$ cat src/rtl/mips_run_pkg.sv
// Shared definitions for the mips run controller: FSM state encoding,
// reset synchroniser depth and the channel release schedule helper.
package mips_run_pkg;

  // Number of flops in the reset release synchroniser.
  localparam int SYNC_STAGES = 2;

  // Legacy-compatible state codes; the enum below is built from them.
  localparam logic [1:0] ST_IDLE    = 2'd0;
  localparam logic [1:0] ST_RST_SEQ = 2'd1;
  localparam logic [1:0] ST_RUN     = 2'd2;
  localparam logic [1:0] ST_DONE    = 2'd3;

  typedef enum logic [1:0] {
    IDLE    = ST_IDLE,
    RST_SEQ = ST_RST_SEQ,
    RUN     = ST_RUN,
    DONE    = ST_DONE
  } run_state_t;

  // Sequence count at which downstream channel ch leaves reset.
  function automatic int ch_release_seq(input int ch, input int hold, input int stagger);
    return hold + ch * stagger;
  endfunction

endpackage : mips_run_pkg

$ cat src/rtl/mips_rst_sync.sv
// Reset synchroniser: asserts asynchronously, releases synchronously after
// STAGES rising clock edges. Shared with other blocks in the harness.
module mips_rst_sync
  import mips_run_pkg::*;
#(
  parameter int STAGES = SYNC_STAGES
) (
  input  logic clk_i,
  input  logic rst_n_i,
  output logic rst_n_o
);

  logic [STAGES-1:0] sync_q;

  // Shift a constant 1 through the chain once reset is released.
  // NOTE: sequential state is always written with <= so every flop samples
  // the pre-edge value of its neighbours; = here would collapse the chain.
  always_ff @(posedge clk_i or negedge rst_n_i) begin
    if (!rst_n_i) begin
      sync_q <= '0;
    end else begin
      sync_q <= {sync_q[STAGES-2:0], 1'b1};
    end
  end

  assign rst_n_o = sync_q[STAGES-1];

endmodule : mips_rst_sync

$ cat src/rtl/mips_run_ctrl.sv
// Run controller for the mips core: synchronised reset release, staggered
// per-channel downstream resets, start/stop handshake and a cycle budget.
// Optional feature macro: MIPS_RUN_CTRL_PAUSE_EN adds a pause input that
// freezes the run counter (RUN) and the release sequence (RST_SEQ).
module mips_run_ctrl
  import mips_run_pkg::*;
#(
  parameter int CNT_W       = 16,
  parameter int CYCLE_LIMIT = 1000,
  parameter int NUM_CH      = 2,
  parameter int RST_HOLD    = 3,
  parameter int CH_STAGGER  = 2
) (
  input  logic              CLK,
  input  logic              reset,
  input  logic              start,
  input  logic              stop,
`ifdef MIPS_RUN_CTRL_PAUSE_EN
  input  logic              pause,
`endif
  input  logic [CNT_W-1:0]  limit_in,
  output logic [NUM_CH-1:0] ch_rst_n,
  output logic              run,
  output logic              done,
  output logic              timeout,
  output logic [CNT_W-1:0]  cycle_cnt
);

  // Sequence count at which the last channel is released.
  localparam int SEQ_MAX = RST_HOLD + (NUM_CH - 1) * CH_STAGGER;
  localparam int SEQ_W   = $clog2(SEQ_MAX + 1);

  logic rst_sync_n;
  logic pause_w;

  run_state_t        state_q,   state_d;
  logic [SEQ_W-1:0]  seq_q,     seq_d;
  logic [NUM_CH-1:0] ch_q,      ch_d;
  logic [CNT_W-1:0]  cnt_q,     cnt_d;
  logic [CNT_W-1:0]  limit_q,   limit_d;
  logic              timeout_q, timeout_d;

  logic [SEQ_W-1:0]  seq_nxt;
  logic [CNT_W-1:0]  cnt_inc;
  logic              at_limit;

  mips_rst_sync #(
    .STAGES (SYNC_STAGES)
  ) u_rst_sync (
    .clk_i   (CLK),
    .rst_n_i (reset),
    .rst_n_o (rst_sync_n)
  );

`ifdef MIPS_RUN_CTRL_PAUSE_EN
  assign pause_w = pause;
`else
  assign pause_w = 1'b0;
`endif

  assign seq_nxt  = seq_q + SEQ_W'(1);
  // Saturating increment: the counter sticks at all-ones instead of wrapping.
  assign cnt_inc  = (&cnt_q) ? cnt_q : cnt_q + CNT_W'(1);
  assign at_limit = (cnt_q == limit_q - CNT_W'(1));

  // Next-state logic for the run FSM and its counters.
  // NOTE: every variable gets its hold value before the case statement, so
  // paths that do not assign it cannot infer a latch.
  always_comb begin
    state_d   = state_q;
    seq_d     = seq_q;
    ch_d      = ch_q;
    cnt_d     = cnt_q;
    limit_d   = limit_q;
    timeout_d = timeout_q;

    unique case (state_q)
      IDLE, DONE: begin
        if (start) begin
          state_d   = RST_SEQ;
          seq_d     = '0;
          ch_d      = '0;
          cnt_d     = '0;
          timeout_d = 1'b0;
          limit_d   = (limit_in == '0) ? CNT_W'(CYCLE_LIMIT) : limit_in;
        end
      end

      RST_SEQ: begin
        if (stop) begin
          state_d   = DONE;
          timeout_d = 1'b0;
          ch_d      = '0;
        end else if (&ch_q) begin
          state_d = RUN;
        end else if (!pause_w) begin
          seq_d = seq_nxt;
          for (int k = 0; k < NUM_CH; k++) begin
            if (seq_nxt == SEQ_W'(ch_release_seq(k, RST_HOLD, CH_STAGGER))) begin
              ch_d[k] = 1'b1;
            end
          end
        end
      end

      RUN: begin
        if (pause_w) begin
          // Counter and limit check frozen; an abort is still accepted.
          if (stop) begin
            state_d   = DONE;
            timeout_d = 1'b0;
          end
        end else if (at_limit) begin
          // Budget expiry takes priority over a coincident stop.
          state_d   = DONE;
          timeout_d = 1'b1;
          cnt_d     = cnt_inc;
        end else if (stop) begin
          state_d   = DONE;
          timeout_d = 1'b0;
          cnt_d     = cnt_inc;
        end else begin
          cnt_d = cnt_inc;
        end
      end

      default: state_d = IDLE;
    endcase
  end

  // State and counter registers, cleared by the synchronised reset.
  always_ff @(posedge CLK or negedge rst_sync_n) begin
    if (!rst_sync_n) begin
      state_q   <= IDLE;
      seq_q     <= '0;
      ch_q      <= '0;
      cnt_q     <= '0;
      limit_q   <= '0;
      timeout_q <= 1'b0;
    end else begin
      state_q   <= state_d;
      seq_q     <= seq_d;
      ch_q      <= ch_d;
      cnt_q     <= cnt_d;
      limit_q   <= limit_d;
      timeout_q <= timeout_d;
    end
  end

  assign ch_rst_n  = ch_q;
  assign run       = (state_q == RUN) && !pause_w;
  assign done      = (state_q == DONE);
  assign timeout   = timeout_q;
  assign cycle_cnt = cnt_q;

endmodule : mips_run_ctrl

$ cat config.mk
export PLATFORM = sky130hd
export DESIGN_NAME = mips_run_ctrl
export DESIGN_NICKNAME = d
export VERILOG_FILES = /design/src/rtl/mips_run_pkg.sv /design/src/rtl/mips_rst_sync.sv /design/src/rtl/mips_run_ctrl.sv
export SDC_FILE = /design/constraint.sdc
export NUM_CORES = 1
export LEC_CHECK = 0
export ABC_AREA = 1
export BUFFER_PORTS_ARGS = -buffer_cell sky130_fd_sc_hd__buf_2
export CORE_UTILIZATION = 64
export CTS_BUF_LIST = sky130_fd_sc_hd__clkbuf_2 sky130_fd_sc_hd__clkbuf_4 sky130_fd_sc_hd__clkbuf_8
export CTS_CLUSTER_SIZE = 14
export DETAILED_ROUTE_END_ITERATION = 8
export GPL_TIMING_DRIVEN = 0
export HOLD_SLACK_MARGIN = 0.12
export PLACE_DENSITY_LB_ADDON = 0.05
export SLEW_MARGIN = 20
export SYNTH_ARGS = -nofsm -noshare
export SYNTH_HDL_FRONTEND = slang
export SYNTH_SLANG_ARGS = --single-unit
$ cat constraint.sdc
create_clock -name CLK -period 3.4 [get_ports CLK]
set_input_delay 0.17 -clock CLK [delete_from_list [all_inputs] [get_ports CLK]]
set_output_delay 0.17 -clock CLK [all_outputs]
set_load 0.02 [all_outputs]
After elaboration in Yosys (flattened, before gate mapping)
Index checks and enable logic that the tools add are counted.
{ "word_totals": {"output_inout_bits": 21, "ff_bits": 42, "wordCells": 63} }
{ "op_classes": {"n_eq_ne": 15, "add_sub_neg": 3, "n_reduce_logical": 13, "muxes": 24} }
{ "ops": {"columns": ["op", "count"], "rows": [
  ["16-bit two-way mux", 3],
  ["16-bit case mux with 2 select lines", 1],
  ["16-bit by 1-bit adder with 16-bit output, second input constant", 1],
  ["16-bit equality test", 1],
  ["16-bit logical NOT", 1],
  ["2-bit two-way mux", 8],
  ["16-bit AND reduction", 1],
  ["16-bit by 1-bit subtractor with 16-bit output, second input constant", 1],
  ["3-bit != test, second input constant", 4],
  ["4-bit AND reduction", 3],
  ["3-bit two-way mux", 3],
  ["2-bit != test, second input constant", 4],
  ["2-bit case mux with 3 select lines", 1],
  ["3-bit case mux with 2 select lines", 1],
  ["3-bit AND reduction", 2],
  ["1-bit two-way mux", 5],
  ["2-bit equality test, second input constant", 2],
  ["2-bit case mux with 2 select lines", 1],
  ["2-bit AND reduction", 2],
  ["2-bit nonzero test", 2],
  ["3-bit by 1-bit adder with 3-bit output, second input constant", 1],
  ["3-bit by 2-bit equality test with 1-bit output, second input constant", 1],
  ["3-bit equality test, second input constant", 1],
  ["3-bit by 2-bit != test with 1-bit output, second input constant", 1],
  ["4 further kinds", 4]
]} }

Depth between registers and ports, before layout
{ "depth": {"word_depth": 6, "depth_mapped": 17} }

Cells and area by module
A second synthesis with hierarchy kept.
{ "hier_totals": {"cells_unflattened": 398, "area_unflattened_um2": 2911.5} }
{ "by_module_without_submodules": {"columns": ["mod", "instances", "area_per_inst_um2", "cells_each"], "rows": [
  ["mips_run_ctrl", 1, 2857.7, 395],
  ["mips_rst_sync", 1, 53.8, 3]
]} }

Least setup slack after synthesis
Ideal clock, no wire load.
{ "synth_path": {"path_type": "register -> register", "startpoint": "register state_q[0]", "endpoint": "register cnt_q[9] (netlist: cycle_cnt[9])", "arrival_time_ns": 1.711, "stages_incl_launch_ff": 13, "n_path_buf": 2, "setup_slack_ns": 1.570, "t_required_ns": 3.281, "cell_sequence": "dfrtp_1 > inv_1 > ha_1 > buf_2 > nand3_1 > nor2_1 > nand4_1 > nand2_1 > nor2_2 > buf_6 > nand4_1 > xor2_1 > nor2_1"} }
{ "synth_via": {"word_cells_on_any_way": 9, "classes_between": "4 x eq/ne; 1 x mux; 4 x reduce/logical"} }
{ "synth_lines": {"columns": ["item", "line_no", "rtl"], "rows": [
  ["start, declared", "mips_run_ctrl.sv:36", "run_state_t state_q, state_d;"],
  ["start signal, assigned", "mips_run_ctrl.sv:141", "state_q <= state_d;"],
  ["2-bit equality test (*)", null, null],
  ["via run", "mips_run_ctrl.sv:23", "output logic run,"],
  ["2-bit != test (no source line) / 2-bit nonzero test (equally long branches)", null, null],
  ["3-bit AND reduction (no source line)", null, null],
  ["end signal, assigned", "mips_run_ctrl.sv:144", "cnt_q <= cnt_d;"],
  ["end, declared", "mips_run_ctrl.sv:39", "logic [CNT_W-1:0] cnt_q, cnt_d;"]
]} }
The timed path passes the listed nets; every way through them passes the cells marked *.
A chain may end at the register's enable or synchronous reset.

Worst setup path in the final report
{ "layout_path": {"startpoint": "register limit_q[0]", "endpoint": "register state_q[0]"} }
{ "layout_via": {"elab_chain_cells": 4, "word_cells_on_any_way": 6, "classes_between": "1 x add/sub; 2 x eq/ne; 2 x mux; 1 x reduce/logical"} }
{ "layout_rtl": {"columns": ["item", "line_no", "rtl"], "rows": [
  ["start, declared", "mips_run_ctrl.sv:40", "logic [CNT_W-1:0] limit_q, limit_d;"],
  ["start signal, assigned", "mips_run_ctrl.sv:145", "limit_q <= limit_d;"],
  ["16-bit by 1-bit subtractor with 16-bit output (*)", "mips_run_ctrl.sv:64", "assign at_limit = (cnt_q == limit_q - CNT_W'(1));"],
  ["16-bit equality test (*)", "mips_run_ctrl.sv:64", null],
  ["3-bit by 2-bit != test with 1-bit output (no source line) / 2-bit two-way mux (equally long branches)", null, null],
  ["3-bit AND reduction (no source line) / 2-bit case mux with 3 select lines (equally long branches)", null, null]
]} }
Every way passes the cells marked *; elsewhere a longest branch is shown, timed or not.

==> run summary <==
Required @ worst endpoint - 3.60 ns
Setup crit start kind - register
internal cell power - 1.21 mW
cts bufs inserted - 5
worst skew pair latency - 0.30 ns
cell family with most CP delay - simple AND/OR/NAND/NOR gates
Area growth, synth to finish - 17.7%
Vias - 2752
CP cell instances - inv_1 -> ha_1 -> nand2_1 -> nor2_1 -> nand2_1 -> nand2_1 -> nand2_1 -> nor2_1 -> nand2_1 -> nor2_1 -> nand2_1 -> nand3_2 -> nand2_1 -> nand2_1 -> nand2_1
first-pass GRT wire length - 11.2 mm
worst min path class - primary input to register
drt pass-1 iters - 5
leakage - 1.64 nW
sequential share of the synthesized area - 37.7%
Final setup viols - 0
DRT iter0 DRCs - 172
core area - 4090 sq um
Hold Slack - 0.162 ns
PwrDens - 711 nW/um^2
clock share of power - 14.0%
CTS resizes - 0
Detail Route Antenna Nets - 0
placed cells - 478
Buf/Inv on CP - 1
clock buffer depth - 2
Syn Inst Count - 387
crit-path max FO - 4
Die ar. - 4620 sq um
Non-Filler Instances - 498
fin. max-slew vios - 0
skew final - 0.00722 ns
Post-Place Worst Slack - 1.36 ns
Logic pwr share - 52.0%
synth warn - 0
status - finished clean
layout net count - 475
CTS tree - done
setup ws final - 1.31 ns
DIE WIDTH - 68 um
Fin. Hold Viols - 0
# rows - 23
Post-Layout Inst Area - 3280 sq um
RSZ-0062 raised after global routing - false
slowest CP cell - dfrtp_1
switch share - 48.0%
drt drc - 0
Post-Synthesis Cell Area - 2790 sq um
number of synthesized register bits - 42
hold_buf cts - 12
Avg WL per Cell - 13.3 um
Sum Neg Setup Slack - 0 ns
Cell Area, Placed - 3070 sq um
Pwr Total - 2.33 mW
crit share post-route - 61.6%
H-tree depth - 2
vias in the first global route - 2585
CP most frequent cell - nand2_1
NetSw - 1.12 mW
post-CTS setup buffer count - 0
min Tclk post-route - 2.09 ns
max cap viols - 0
Unique masters post-synth - 34
WS Path Type - register to register
antenna violations before repair - 0
power share of the sequential group - 34.0%
slowest stage delay, CP - 0.40 ns
Remaining Overflow, GRT - 0
syn avg cell area - 7.20 sq um
largest net degree at the start of global routing - 35
Routed WL - 6.62 mm
PortBufs - 40
VDD IR max - 0.624 mV
clock sinks - 42
ANT cells - 0
RD Place Congestion - 0.946
f_max - 477 MHz
fillcell total - 308
vias per cell - 5.53
clock slew at reported path FFs - 0.08 ns
total track usage - 32.4%
Final HPWL DP - 4.89 mm
Post-Syn Nets - 415
die span in y - 68 um
Worst setup EP type - register
layout cells sized above 1 - 15.4%
Starting Density - 68.2%
Core Util, Final - 80.3%
CTS Root Buffer Type - clkbuf_8
Ports - 41
worst path arrival time - 2.29 ns
[logic make-up after synthesis]
logic type	after synthesis	share of synthesized area, %
xor gates and xnor gates	26	8.17
buffers and inverters	48	7.00
DFF	42	37.7
other	1	0.135
and+or+nand+nor	224	35.2
adders and majority gates	8	3.59
AOI/OAI and AO/OA	38	8.21
[layout make-up]
class / count / area, sq um / area share, %
buffer: 7 / 41.3 / 1.26
tap: 50 / 62.6 / 1.91
inverter: 41 / 154 / 4.69
clock inverter: 3 / 21.3 / 0.648
clock buffer: 5 / 68.8 / 2.10
sequential: 42 / 1050 / 32.1
multi-input combinational: 297 / 1540 / 47.0
timing repair buffer: 53 / 340 / 10.4
[worst reg2reg max path, stage by stage, from the launching register on]
cell and delay [ns]:
dfrtp_1 0.40, inv_1 0.11, ha_1 0.22, nand2_1 0.10, nor2_1 0.25, nand2_1 0.09, nand2_1 0.06, nand2_1 0.05
nor2_1 0.08, nand2_1 0.06, nor2_1 0.16, nand2_1 0.12, nand3_2 0.09, nand2_1 0.07, nand2_1 0.07, nand2_1 0.05
[sequential cells by signal, summed over array words and instances, names as in the netlist]
signal	count
seq_q	3
cycle_cnt	16
ch_rst_n	2
u_rst_sync.sync_q	2
state_q	2
limit_q	16
timeout	1
[final timing paths]
check	startpoint	end	slack (ns)	depth (start not counted)
min reg2reg	u_rst_sync.sync_q[1]$_DFF_PN0_	limit_q[4]$_DFFE_PN0P_	0.24	1
max	limit_q[0]$_DFFE_PN0P_	state_q[0]$_DFFE_PN0P_	1.31	15
max reg2reg	limit_q[0]$_DFFE_PN0P_	state_q[0]$_DFFE_PN0P_	1.31	15
max in group asynchronous	u_rst_sync.sync_q[1]$_DFF_PN0_	limit_q[5]$_DFFE_PN0P_	2.41	1
min	start	timeout$_DFFE_PN0N_	0.16	4
min in group asynchronous	reset	u_rst_sync.sync_q[1]$_DFF_PN0_	0.18	2
[cells in the mapped netlist]
cell	instances	share of area [%]
nor3_1	7	1.3
nand2_4	1	0.40
nor2_1	46	6.2
nand3_1	21	3.8
a31oi_1	3	0.67
nor4_1	6	1.3
nor2_4	1	0.40
buf_6	1	0.40
ha_1	8	3.6
o31ai_1	6	1.6
clkbuf_1	2	0.27
nand4_1	7	1.6
nor3_2	2	0.72
a21oi_1	7	1.3
o21ai_1	2	0.36
a22oi_1	6	1.6
o21bai_1	1	0.27
nand2_1	119	16
nor2_2	5	1.1
conb_1	1	0.13
o21ai_0	12	2.2
xor2_1	16	5.0
nand3b_1	5	1.3
inv_1	39	5.3
clkbuf_2	2	0.36
and2_1	1	0.22
nand2_2	2	0.45
a211oi_1	1	0.27
nand3_2	1	0.36
inv_2	2	0.27
xnor2_1	10	3.1
buf_4	1	0.27
buf_2	1	0.18
dfrtp_1	42	38
[cells in the final DEF (no fill, tap or decap), drive strengths merged]
master	count
nand2	122
xor2	16
o21ai	14
inv	41
conb	1
and2	1
nand3	22
dlygate4sd3	12
nand3b	5
a31oi	3
dfrtp	42
buf	44
nor2	52
clkinv	2
a211oi	1
xnor2	10
clkbuf	9
o31ai	6
nand4	7
clkinvlp	1
ha	8
a21oi	7
nor4	6
o21bai	1
a22oi	6
nor3	9
[power groups by stage]
stage	clock network, mW	registers, mW	logic [mW]
2_1_floorplan	0	0.781	0.925
3_3_place_gp	0	0.801	1.14
3_5_place_dp	0	0.800	1.18
4_1_cts	0.331	0.790	1.20
5_1_grt	0.347	0.817	1.39
6_report	0.327	0.792	1.21
[metal layers]
layer / vias to the layer above / global-route usage (%) / part of all wire (%)
li1: 1374 / - / -
met1: 1262 / 38.3 / 43
met2: 98 / 54.7 / 49
met3: 18 / 7.67 / 5.8
met4: 0 / 15.6 / 2.2
met5: - / 0 / 0
Power figures use the tool's default switching activity.
